## src/rtl/btn_ctrl.sv

```systemverilog
// Button control stage for the stopwatch: synchronises and debounces the
// start/stop and clear buttons, runs the IDLE/RUN/PAUSE state machine and
// produces the gated one-second tick and the one-cycle clear pulse.
module btn_ctrl #(
  parameter int TICK_DIV        = 25000000,
  parameter int DEBOUNCE_CYCLES = 250000
) (
  input  logic       clk_btn,
  input  logic       rst_btn,
  input  logic       btn_ss_in,
  input  logic       btn_clr_in,
  output logic       run_out,
  output logic [1:0] state_out,
  output logic       sec_tick_out,
  output logic       clear_out
);

  localparam int DB_W  = $clog2(DEBOUNCE_CYCLES);
  localparam int DIV_W = $clog2(TICK_DIV);
  localparam logic [DB_W-1:0]  DB_LAST  = DB_W'(DEBOUNCE_CYCLES - 1);
  localparam logic [DIV_W-1:0] DIV_LAST = DIV_W'(TICK_DIV - 1);

  // Bit positions of the two buttons in the per-button vectors below.
  localparam int BTN_SS  = 0;
  localparam int BTN_CLR = 1;

  typedef enum logic [1:0] {
    S_IDLE  = 2'd0,
    S_RUN   = 2'd1,
    S_PAUSE = 2'd2
  } state_e;

  logic [1:0]      raw;
  logic [1:0]      meta;
  logic [1:0]      sync;
  logic [1:0]      stable;
  logic [1:0]      stable_d;
  logic [1:0]      press;
  logic [DB_W-1:0] db_cnt [2];

  state_e          state;
  state_e          state_next;
  logic            clear_next;

  logic [DIV_W-1:0] div_cnt;
  logic             div_wrap;

  assign raw = {btn_clr_in, btn_ss_in};

  // Two-flop synchronisers bring both raw buttons into the clk_btn domain.
  always_ff @(posedge clk_btn or posedge rst_btn) begin
    if (rst_btn) begin
      meta <= '0;
      sync <= '0;
    end else begin
      // NOTE: non-blocking assignments make sync take the old meta, so this is a real two-stage chain.
      meta <= raw;
      sync <= meta;
    end
  end

  // Debounce each button, then register a one-cycle pulse on each debounced rise.
  always_ff @(posedge clk_btn or posedge rst_btn) begin
    if (rst_btn) begin
      stable   <= '0;
      stable_d <= '0;
      press    <= '0;
      // NOTE: this two-entry counter array is plain flops, not RAM, so it is reset like any other register.
      for (int i = 0; i < 2; i++) begin
        db_cnt[i] <= '0;
      end
    end else begin
      stable_d <= stable;
      press    <= stable & ~stable_d;
      for (int i = 0; i < 2; i++) begin
        if (sync[i] == stable[i]) begin
          db_cnt[i] <= '0;
        end else if (db_cnt[i] == DB_LAST) begin
          stable[i] <= sync[i];
          db_cnt[i] <= '0;
        end else begin
          db_cnt[i] <= db_cnt[i] + DB_W'(1);
        end
      end
    end
  end

  // Next state and clear decision from this cycle's press pulses.
  always_comb begin
    // NOTE: defaults first, so every path assigns every signal and no latch is inferred.
    state_next = state;
    clear_next = 1'b0;
    case (state)
      S_IDLE: begin
        if (press[BTN_CLR]) begin
          clear_next = 1'b1;
        end else if (press[BTN_SS]) begin
          state_next = S_RUN;
        end
      end
      S_RUN: begin
        // A clear while running is ignored; start/stop wins a simultaneous press.
        if (press[BTN_SS]) begin
          state_next = S_PAUSE;
        end
      end
      S_PAUSE: begin
        if (press[BTN_CLR]) begin
          state_next = S_IDLE;
          clear_next = 1'b1;
        end else if (press[BTN_SS]) begin
          state_next = S_RUN;
        end
      end
      default: begin
        state_next = S_IDLE;
      end
    endcase
  end

  // State register and the clear pulse, which lines up with the first cycle of the new state.
  always_ff @(posedge clk_btn or posedge rst_btn) begin
    if (rst_btn) begin
      state     <= S_IDLE;
      clear_out <= 1'b0;
    end else begin
      state     <= state_next;
      clear_out <= clear_next;
    end
  end

  // The divider only counts RUN cycles; clear only happens outside RUN, so tick and clear never overlap.
  assign div_wrap = (state == S_RUN) && (div_cnt == DIV_LAST);

  // Second divider: counts in RUN, holds in PAUSE, zeroed on every clear.
  always_ff @(posedge clk_btn or posedge rst_btn) begin
    if (rst_btn) begin
      div_cnt      <= '0;
      sec_tick_out <= 1'b0;
    end else begin
      sec_tick_out <= div_wrap;
      if (clear_next || div_wrap) begin
        div_cnt <= '0;
      end else if (state == S_RUN) begin
        div_cnt <= div_cnt + DIV_W'(1);
      end
    end
  end

  assign state_out = state;
  assign run_out   = (state == S_RUN);

endmodule

```

## config.mk

```make
export PLATFORM = sky130hd
export DESIGN_NAME = btn_ctrl
export DESIGN_NICKNAME = d
export VERILOG_FILES = /design/src/rtl/btn_ctrl.sv
export SDC_FILE = /design/constraint.sdc
export NUM_CORES = 1
export LEC_CHECK = 0
export ABC_AREA = 1
export CAP_MARGIN = 40
export CORE_MARGIN = 1
export CORE_UTILIZATION = 55
export DETAILED_ROUTE_END_ITERATION = 7
export DONT_BUFFER_PORTS = 1
export MAX_ROUTING_LAYER = met4
export PLACE_DENSITY = 0.82
export SYNTH_ARGS = -nofsm -noshare
export SYNTH_HDL_FRONTEND = slang
export SYNTH_SLANG_ARGS = --single-unit
```

## constraint.sdc

```tcl
create_clock -name clk_btn -period 2.9 [get_ports clk_btn]
set_input_delay 0.725 -clock clk_btn [delete_from_list [all_inputs] [get_ports clk_btn]]
set_output_delay 0.725 -clock clk_btn [all_outputs]
set_load 0.005 [all_outputs]
```

**After elaboration in Yosys (flattened, before gate mapping)**

Cells that the tools add are included.

- Flip-flop bits (word level): 75
- Word-level logic and storage cells: 49
- Output and inout port bits: 5
- Input bits: 4

- Reductions and logical operators: 8
- Multiplexer cells: 13
- Equal/unequal tests: 9
- Add/subtract/negate cells: 3
- Bitwise logic cells: 4

Operators by type and width:

| operator | number |
|---|---|
| $mux 18 | 4 |
| $mux 25 | 2 |
| $add 18x1->18 const B | 2 |
| $eq 18x18->1 const B | 2 |
| $add 25x1->25 const B | 1 |
| $eq 25x25->1 const B | 1 |
| $mux 2 | 4 |
| $pmux 2 s3 | 1 |
| $reduce_and 2->1 | 3 |
| $and 2x2->2 | 1 |
| $eq 1x1->1 | 2 |
| $eq 2x1->1 const B | 1 |
| $eq 2x2->1 const B | 1 |
| $logic_not 2->1 | 1 |
| $mux 1 | 2 |
| $ne 2x1->1 const B | 1 |
| $ne 2x2->1 const B | 1 |
| $not 1->1 | 2 |
| $not 2->2 | 1 |
| $reduce_bool 2->1 | 1 |
| $reduce_or 2->1 | 1 |
| $logic_and 1x1->1 | 1 |
| $logic_or 1x1->1 | 1 |

**Depth between registers and ports, before layout**

- Word-level depth: 5
- Gate-level depth with buffers: 10
- Depth with buffers taken out: 10

**Worst setup path before layout**

No wires, ideal clock.

- Path kind: register -> output
- Start point: reg state[1] (netlist: state_out[1])
- End point: out run_out
- Buffers on the path: 1
- Arrival time: 0.812 ns
- Cell stages (with the launch flop): 5
- Slack: 1.363 ns
- Data required time: 2.175 ns
- Path through: dfrtp_1 inv_1 nand2_2 inv_2 buf_2

- Longest elaborated chain between the ends: 1

Ends and longest elaborated chain:

| what | RTL line | text |
|---|---|---|
| start: declaration | 41 | `state_e state;` |
| start signal: assignment | 127 | `state <= state_next;` |
| $eq 2x1->1 | 151 | `assign run_out = (state == S_RUN);` |
| end: declaration | 12 | `output logic run_out,` |

Every way passes these cells.

**Final worst setup path**

- Start point: reg state[0] (netlist: state_out[0])
- End point: out run_out

Same word-level chain as after synthesis.

==> metrics <==
status=complete, no violations; Area contributors post-synth=dfrtp_1 (45%), nor2_1 (12%), nand2_1 (11%), inv_1 (6.0%), nand3_1 (5.5%); Starting Density=57.5%; Pleak=1.93 nW; residual DRC count=0; final hold violations=0; Congestion Overflow GR=0; I/O Pins=9; number of nets in the layout=577; Data required, critical path=2170 ps; share of the synthesized area in the top cell type=44.8%; share of cells above drive strength 1=8.52%; crit share post-route=74.8%; worst r2r src=state_out[0]$_DFFE_PP0P_; htree depth=3; Worst VDD drop=0.389 mV; Filler cells=678; vias in the first global route=3274; total CTS buffers=9; crit path launch type=register; crit-path max FO=27; Total Routed Length=8300 µm; CP endpoint kind=primary output; reg2reg setup slack=880 ps; clock root buffer=clkbuf_8; critical path type=register to primary output; Area Growth Syn to Fin=7.02%; post-route ant nets=0; power density cells=438 nW/µm²; r2r endpoint=div_cnt[13]$_DFFE_PP0P_; RSZ-0062 raised after global routing=no; Post-Syn Area=4190 µm²; Final Setup Violations=0; CTS Hold Buffers Added=0; Synth Area per Inst=7.44 µm²; Initial DRC Count=177; first-pass GRT wire length=14400 µm; Port Buffers=0; Syn Inst Count=563; worst skew pair latency=350 ps; HP Class=input pin to async pin; Max Clock Skew=8.80 ps; CTS tree=built; Clock Path Buffers=2; initial antenna violation count=1; CTS-repair resized insts=0; Vert. Die Dim=89.3 µm; Post-Syn Nets=570; Core Box Area=7290 µm²; Max Cap Violations=0; Worst slew margin=54.0%; clk sinks=75; count of different cell masters after synthesis=29; Tot GR Track Use=24.5%; largest net degree at the start of global routing=43; Inst Count DP=658; Final Critical Period=2170 ps; Non-Filler Instances=675; setup bufs post-CTS=0; Slew Viols, Final=0; clock-pin slew on the worst setup and hold paths=70 ps; Avg Vias per Cell=5.19; measured slew at the worst slew-check pin=689 ps; Pre-Repair DR Iteration Count=4; via count=3503; Critical Path AT=1440 ps; highest-delay cell along the critical path=dfrtp_1; cell count of the worst reg-to-reg path=7; die area=7970 µm²; Yosys warning total=0; drt wl/cell=12.3 µm; Worst path max stage delay=470 ps; dominant cell type by area after synthesis=dfrtp_1; row cnt=31; chip width=89.3 µm; FF+latch count, synth=75; Fmax=461 MHz; HPWL after DPL=6100 µm; register area share after synthesis=44.8%; Final GP Congestion=0.954; post-route setup TNS=0 ps; worst-path cell chain=nand2_2 -> inv_2
layer usage:
layer | part of all wire (%) | vias up | global-route usage (%) | wire, µm
li1 | - | 1780 | - | -
met1 | 48 | 1626 | 31.2 | 3960
met2 | 46 | 85 | 38.6 | 3810
met3 | 4.9 | 12 | 4.89 | 403
met4 | 1.5 | 0 | 9.38 | 125
met5 | 0 | - | - | 0
cells in the mapped netlist, drive strengths merged:
cell type / n
nor2: 144
nand2: 135
dfrtp: 75
inv: 71
nand3: 47
nand4: 18
xor2: 17
nor3: 11
a21oi: 10
xnor2: 8
buf: 6
nor3b: 5
o21ai: 5
ha: 3
nand3b: 3
a211oi: 1
a22oi: 1
a32o: 1
and2: 1
o21bai: 1
through the flow:
stage	utilization, %	setup slack, ps	hold slack (ps)	total power, W	area (µm²)
CTS	61.5	729	357	0.00198	4480
finish	61.5	732	332	0.00196	4480
detailed placement	58.5	884	338	0.00113	4270
global placement	58.5	985	339	0.00113	4270
floorplan	-	265	331	0.00112	4190
global route	61.5	616	369	0.00204	4480
cells by family after synthesis:
group                      Yosys count  synth area share, %
and+or+nand+nor                    364                 38.5
buffers and inverters               77                 7.82
DFF                                 75                 44.8
xor gates and xnor gates            25                 5.40
AOI/OAI and AO/OA                   19                 2.57
adders and majority gates            3                0.896
worst max-delay path, delay by kind of cell (launching register included):
family	cells	cell delay [ps]
buf+inv	1	400
flops	1	470
simple gates	1	210
final cells by class:
type	instances	area [µm²]	area share (%)
clock buffer	12	165	3.68
antenna	1	2.50	0.0558
multi-input combinational	411	1990	44.3
clock inverter	4	47.5	1.06
inverter	71	268	5.97
timing repair buffer	2	15.0	0.335
tap	99	124	2.76
sequential	75	1880	41.9
layout by cell type, fill, tap and decap left out, drive strengths merged, types with 2 or more instances in the layout:
cell type and instances:
nand4 18, nor3 11, dfrtp 75, inv 70, xnor2 8, ha 3, buf 2, nand2 135
clkinv 3, xor2 17, clkbuf 12, nor2 144, nand3 47, nand3b 3, a21oi 10, o21ai 5
nor3b 5
worst max path at each step:
stage	slack, ps	depth (start not counted)	to	start
final	730	2	run_out	state_out[0]$_DFFE_PP0P_
after global routing	620	2	run_out	state_out[0]$_DFFE_PP0P_
after CTS	730	2	run_out	state_out[0]$_DFFE_PP0P_
after detailed placement	880	7	div_cnt[13]$_DFFE_PP0P_	state_out[0]$_DFFE_PP0P_
after global placement	980	8	div_cnt[21]$_DFFE_PP0P_	state_out[1]$_DFFE_PP0P_
after floorplan	270	1	clear_out$_DFF_PP0_	rst_btn
state kept, by name, summed over array words and instances, names as in the netlist:
register,flops
state_out,2
db_cnt,36
div_cnt,25
sec_tick_out,1
meta,2
clear_out,1
stable,2
sync,2
press,2
stable_d,2
report_power, final:
group          internal [W]  switching, W   total, W
sequential          0.00105    0.00000788    0.00106
combinational     0.0000111     0.0000366  0.0000477
clock              0.000465      0.000387   0.000852
total               0.00153      0.000431    0.00196
No activity file was read; power rests on OpenSTA's default activity.
